**src/rtl/deserialize_pkg.sv**
```systemverilog
// deserialize_pkg: scl line conventions shared by the LCD-link serializer and deserializer.
package deserialize_pkg;
    localparam int SCL_IDLE_LOW  = 1;
    localparam int SCL_IDLE_HIGH = 0;
    function automatic logic idle_level(input int mode);
        return (mode == SCL_IDLE_LOW) ? 1'b0 : 1'b1;
    endfunction
endpackage

```
**src/rtl/edge_sync.sv**
```systemverilog
// edge_sync: two-flop synchronizer plus history flop; emits a registered one-cycle pulse on the active edge.
module edge_sync #(
    parameter logic RST_VAL = 1'b0,
    parameter logic RISE    = 1'b1
) (
    input  logic clk,
    input  logic rst_n,
    input  logic d,
    output logic lvl,
    output logic pulse
);
    logic s1_q, s2_q, h_q, p_q, p_d;
    always_comb p_d = RISE ? (s2_q & ~h_q) : (~s2_q & h_q);
    always_ff @(posedge clk or negedge rst_n) begin
        if (!rst_n) begin
            {s1_q, s2_q, h_q} <= {3{RST_VAL}};
            p_q <= 1'b0;
        end else begin
            {s1_q, s2_q, h_q} <= {d, s1_q, s2_q};
            p_q <= p_d;
        end
    end
    assign lvl   = s2_q;
    assign pulse = p_q;
endmodule

```
**src/rtl/deserialize.sv**
```systemverilog
// deserialize: recovers MSB-first WIDTH-bit words from an oversampled sda/scl pair into a
// one-entry output buffer with ready/acknowledge, sticky overrun and timeout frame errors.
module deserialize
    import deserialize_pkg::*;
#(
    parameter int SCL_MODE = SCL_IDLE_LOW,
    parameter int WIDTH    = 8,
    parameter int TIMEOUT  = 64
) (
    input  logic             cin,
    input  logic             reset,
    input  logic             sda,
    input  logic             scl,
    input  logic             iack,
    input  logic             clr,
    output logic [WIDTH-1:0] data,
    output logic             ordy,
    output logic             overrun,
    output logic             frame_err
);
    localparam int CW = $clog2(WIDTH);
    localparam int TW = $clog2(TIMEOUT);
    localparam logic [CW-1:0] LAST_BIT = CW'(WIDTH - 1);
    localparam logic [TW-1:0] LAST_TMO = TW'(TIMEOUT - 1);

    logic             sample_en, scl_lvl_unused;
    logic             sda1_q, sda_q;
    logic [WIDTH-1:0] shift_q, shift_d, data_q, data_d;
    logic [CW-1:0]    cnt_q, cnt_d;
    logic [TW-1:0]    tmo_q, tmo_d;
    logic             ordy_q, ordy_d, ovr_q, ovr_d, fe_q, fe_d;

    edge_sync #(.RST_VAL(idle_level(SCL_MODE)), .RISE(SCL_MODE == SCL_IDLE_HIGH)) u_scl (
        .clk(cin), .rst_n(reset), .d(scl), .lvl(scl_lvl_unused), .pulse(sample_en)
    );

    always_comb begin
        shift_d = shift_q;
        cnt_d   = cnt_q;
        tmo_d   = (cnt_q != '0) ? tmo_q + 1'b1 : '0;
        data_d  = data_q;
        ordy_d  = ordy_q & ~iack;
        ovr_d   = ovr_q & ~clr;
        fe_d    = fe_q & ~clr;
        if (sample_en) begin
            shift_d = {shift_q[WIDTH-2:0], sda_q};
            tmo_d   = '0;
            cnt_d   = (cnt_q == LAST_BIT) ? '0 : cnt_q + 1'b1;
            if (cnt_q == LAST_BIT) begin
                if (!ordy_q || iack) begin
                    data_d = shift_d;
                    ordy_d = 1'b1;
                end else begin
                    ovr_d = 1'b1;
                end
            end
        end else if (cnt_q != '0 && tmo_q == LAST_TMO) begin
            // stalled mid-word: drop the partial word so the next burst realigns
            shift_d = '0;
            cnt_d   = '0;
            tmo_d   = '0;
            fe_d    = 1'b1;
        end
    end

    always_ff @(posedge cin or negedge reset) begin
        if (!reset) begin
            sda1_q  <= 1'b0;
            sda_q   <= 1'b0;
            shift_q <= '0;
            cnt_q   <= '0;
            tmo_q   <= '0;
            data_q  <= '0;
            ordy_q  <= 1'b0;
            ovr_q   <= 1'b0;
            fe_q    <= 1'b0;
        end else begin
            sda1_q  <= sda;
            sda_q   <= sda1_q;
            shift_q <= shift_d;
            cnt_q   <= cnt_d;
            tmo_q   <= tmo_d;
            data_q  <= data_d;
            ordy_q  <= ordy_d;
            ovr_q   <= ovr_d;
            fe_q    <= fe_d;
        end
    end

    assign data      = data_q;
    assign ordy      = ordy_q;
    assign overrun   = ovr_q;
    assign frame_err = fe_q;
endmodule

```
**config.mk**
```make
export PLATFORM = sky130hd
export DESIGN_NAME = deserialize
export DESIGN_NICKNAME = d
export VERILOG_FILES = /design/src/rtl/deserialize_pkg.sv /design/src/rtl/edge_sync.sv /design/src/rtl/deserialize.sv
export SDC_FILE = /design/constraint.sdc
export NUM_CORES = 1
export LEC_CHECK = 0
export ABC_AREA = 1
export BUFFER_PORTS_ARGS = -buffer_cell sky130_fd_sc_hd__buf_4
export CAP_MARGIN = 20
export CELL_PAD_IN_SITES_DETAIL_PLACEMENT = 1
export CELL_PAD_IN_SITES_GLOBAL_PLACEMENT = 1
export CORE_MARGIN = 8
export CORE_UTILIZATION = 43
export DETAILED_ROUTE_END_ITERATION = 8
export GPL_ROUTABILITY_DRIVEN = 0
export GPL_TIMING_DRIVEN = 0
export PLACE_DENSITY_LB_ADDON = 0.3
export SLEW_MARGIN = 20
export SYNTH_ARGS = -nofsm -noshare
export SYNTH_HDL_FRONTEND = slang
export SYNTH_SLANG_ARGS = --single-unit
```
**constraint.sdc**
```tcl
create_clock -name cin -period 1.4 [get_ports cin]
set_input_delay 0.42 -clock cin [delete_from_list [all_inputs] [get_ports cin]]
set_output_delay 0.42 -clock cin [all_outputs]
set_load 0.01 [all_outputs]
```
==> run summary <==
The sequential cells in the finished layout cover a total of 827.0 sq um. The path type of the worst setup path is reg -> reg. After detailed routing, the total wire length is 2.595 mm. The share of post-route cells with drive strength above 1 is 0.2593. Counting buffers and inverters, the worst setup path is 6 cells deep. The via count of the first global-routing pass is 1018. A synthesized cell averages 9.901 sq um. The worst register-to-register path ends at data[7]$_DFFE_PN0P_.

The path class of the tightest hold or removal check is in -> async. The area occupied by multi-input gates came out at 452.9 sq um. The number of buffer cells added on primary ports is 16.

The initial standard-cell utilization of the core came out at 0.4512. The worst slew slack as a fraction of its limit came out at 0.7214. Dividing total power by cell area gives a power density of 1557 mW/mm^2. The count of routing violations after the opening detailed-route iteration came out at 36. The flow ran to the end, and the final reports show no timing, DRC or antenna violations. The total congestion overflow is 0.

The most common cell in the synthesized netlist is sky130_fd_sc_hd__nand2_1. The leading area contributor after synthesis is sky130_fd_sc_hd__dfrtp_1. The tightest hold path in the finished design has a slack of 0.01471 ns.

In this run the worst setup path terminates at data[7]$_DFFE_PN0P_. The post-detailed-route DRC marker count came out at 0. The layout overhead on the synthesized area is 20.24%. The core region is a little over 0.003 sq mm. The most numerous cell on the critical path is sky130_fd_sc_hd__ha_1. The maximum clock insertion buffer count came out at 2.

Prior to clock tree synthesis, the placed netlist has a worst setup slack of approximately 0.020 ns. The count of yosys warnings during synthesis came out at 0. The first global-routing pass estimated 4.491 mm of wire. The distinct cell type count of the synthesized netlist is 18. The later-pin clock latency in the skew report is 0.33 ns. After layout, the minimum clock period comes to 1.319 ns.

Based on the critical path, the design can be clocked at up to 0.7583 GHz. The number of max-slew violations in the final report came out at 0. Walking the worst path, the cells encountered are ha_1, ha_1, nand3_4, buf_8, nand2_2, o21ai_2. On the worst path, the slowest cell contributes a delay of between 0.4 and 0.5 ns. The total CTS buffers is 5. In the final design database the tool counted 171 nets.

The number of buffers and inverters on the critical path came out at 1. The summed area of non-filler cells in the final layout is around 0.0016 sq mm. The x dimension of the die is 72.37 microns. The depth of the most critical reg-to-reg path came out at 6.

The H-tree was split into 2 levels. Of all nets on the critical path, the largest fanout is 10. The total number of vias is 960.

The number of flops mapped to enable cells by yosys came out at 0. After clock tree synthesis, the flow added hold-fix buffers numbering 0. The I/O pin count came out at 17.

The site row count came out at 20. Sorting the synthesized cells by how often they occur yields sky130_fd_sc_hd__nand2_1 (39), sky130_fd_sc_hd__dfrtp_1 (33), sky130_fd_sc_hd__inv_1 (18), sky130_fd_sc_hd__nand3_1 (12), sky130_fd_sc_hd__o21ai_2 (8). The maximum number of pins on one net before global-route repair is 34.

Across every metal layer, demand over resource in global routing totals 0.1102. The post-synthesis sequential element count came out at 33. The internal reg-to-reg setup slack came out at 0.08 ns.

The pin slew with the least headroom to its limit came out at 0.4179 ns. The sum of net half-perimeters after detailed placement came out at 1.861 mm. The total standard cell area after synthesis is 0.001366 sq mm. The post-synthesis async set-or-reset flop share came out at 1.000. STA classifies the critical path endpoint as a flip-flop. The critical path required time came out at approximately 1.7 ns. The proportion of netlist area held by the largest area contributor came out at 0.6044.

The analysis attributes to cell leakage a power of around 0.85 nW. The fraction of the yosys area taken by sequential cells is 0.6044. The height of the die is 72.37 microns. The filler cell count in the final layout came out at 344. Setup violations remaining at the end of the flow were counted as 0. On the final layout, the worst clock skew is 0.005033 ns.

Max-cap violations in this run came to 0. The minimum setup slack in the final design came out at 0.08119 ns. The tree is rooted in a sky130_fd_sc_hd__clkbuf_4.

STA classifies the critical path startpoint as a flip-flop. Counting every sink on the clock net gives 33. Sorting the synthesized cells by area gives the leading types as sky130_fd_sc_hd__dfrtp_1 (60%), sky130_fd_sc_hd__nand2_1 (11%), sky130_fd_sc_hd__o21ai_2 (5.1%), sky130_fd_sc_hd__inv_1 (4.9%), sky130_fd_sc_hd__nand3_1 (4.4%). The number of antenna violations at the first check in global routing came out at 0. Among cell families on the critical path, the largest total delay comes from adder cells. The count of mapped cells out of synthesis is 138. The floorplan step defined a die boundary enclosing 0.005237 sq mm. TritonCTS built the clock tree. The largest vdd supply drop is about 0.75 mV.

The final antenna diode count came out at 0. The per-cell routed wire length came out at 12.60 microns. The post-synth net total came out at ~150. In the synthesized netlist the dominant register cell turns out to be sky130_fd_sc_hd__dfrtp_1.

The placement-stage cell area is 0.001541 sq mm. Tracing the worst setup path back leads to its startpoint at cnt_q[0]$_DFFE_PN0P_. The worst register-to-register path begins at cnt_q[0]$_DFFE_PN0P_. The number of vias per cell after detailed routing is around 4.7. The count of final hold-check violations came out at 0. The detailed-router iteration count before antenna repair came out at 4. The final cycle utilization of the critical path came out at 0.9420. The slowest library cell on the worst path is sky130_fd_sc_hd__dfrtp_1.

The post-detailed-route count of antenna-violating nets is 0. At the worst endpoint, the arrival time is 1.59 ns. The clock transition at the registers of the reported paths is 0.10 ns.
==> cell type report <==
cell class | instances | area share
inverters | 19 | 0.04341
repair buffers | 16 | 0.07311
plain buffers | 3 | 0.01904
clock buffers | 7 | 0.03351
clock inverters | 1 | 0.01828
flip-flops and latches | 33 | 0.5034
multi-input cells | 83 | 0.2757
well taps | 44 | 0.03351
==> worst min-delay path by stage <==
stage / startpoint / to / slack, ns / depth (start not counted)
global route: reset / shift_q[6]$_DFFE_PN0P_ / 0.03 / 1
finish: reset / shift_q[2]$_DFFE_PN0P_ / 0.01 / 1
CTS: reset / shift_q[3]$_DFFE_PN0P_ / 0.009 / 1
floorplan: reset / cnt_q[0]$_DFFE_PN0P_ / 0.12 / 0
detailed placement: sda1_q$_DFF_PN0_ / sda_q$_DFF_PN0_ / 0.34 / 0
global placement: sda1_q$_DFF_PN0_ / sda_q$_DFF_PN0_ / 0.33 / 0
==> sequential cells by signal (all words and copies together) (netlist names) <==
signal and cells:
shift_q 7, overrun 1, cnt_q 3, u_scl.lvl 1
tmo_q 6, u_scl.pulse 1, ordy 1, u_scl.s1_q 1
u_scl.h_q 1, data 8, sda_q 1, frame_err 1
sda1_q 1
==> where the power goes <==
group          internal, mW  total (mW)  switching (mW)
logic                 0.252       0.547           0.295
clock network         0.426       0.734           0.307
registers              1.14        1.28           0.142
==> placed cells by master, fill, tap and decap left out, drive strengths merged <==
cell and count:
a21oi 2, buf 19, bufinv 1, clkbuf 7, dfrtp 33, ha 4, inv 19, nand2 42
nand3 14, nor2 8, o21ai 11, xnor2 1, xor2 1
==> what timing repair did <==
| action | CTS | global route |
|---|---|---|
| endpoints found under the setup margin | 0 | 18 |
| setup buffers | 0 | 0 |
| gates resized for setup | 0 | 4 |
==> metrics by stage <==
| stage | total power [mW] | util | instances | TNS [ns] |
|---|---|---|---|---|
| after floorplan | 1.609 | - | 138 | 0 |
| after global placement | 1.804 | 0.5091 | 198 | 0 |
| after detailed placement | 1.850 | 0.5091 | 198 | 0 |
| after CTS | 2.599 | 0.5372 | 206 | 0 |
| after global routing | 2.727 | 0.5426 | 206 | -0.01640 |
| final | 2.559 | 0.5426 | 206 | 0 |
==> cells by family after synthesis <==
kind of cell / share of synthesized area
XOR/XNOR: 0.01282
AO/OA/AOI/OAI: 0.06960
adder cells (fa/ha/maj): 0.03663
buffers and inverters: 0.06959
flip-flops: 0.6044
AND/OR/NAND/NOR: 0.2070
==> metal layers <==
metal / wire length [microns] / track usage / vias to the layer above
met5: 0 / 0 / -
met4: 61 / 0.06667 / 0
met3: 136 / 0.04132 / 7
met2: 1218 / 0.1765 / 20
met1: 1178 / 0.1215 / 460
li1: - / - / 473
No activity file was read; power rests on OpenSTA's default activity.
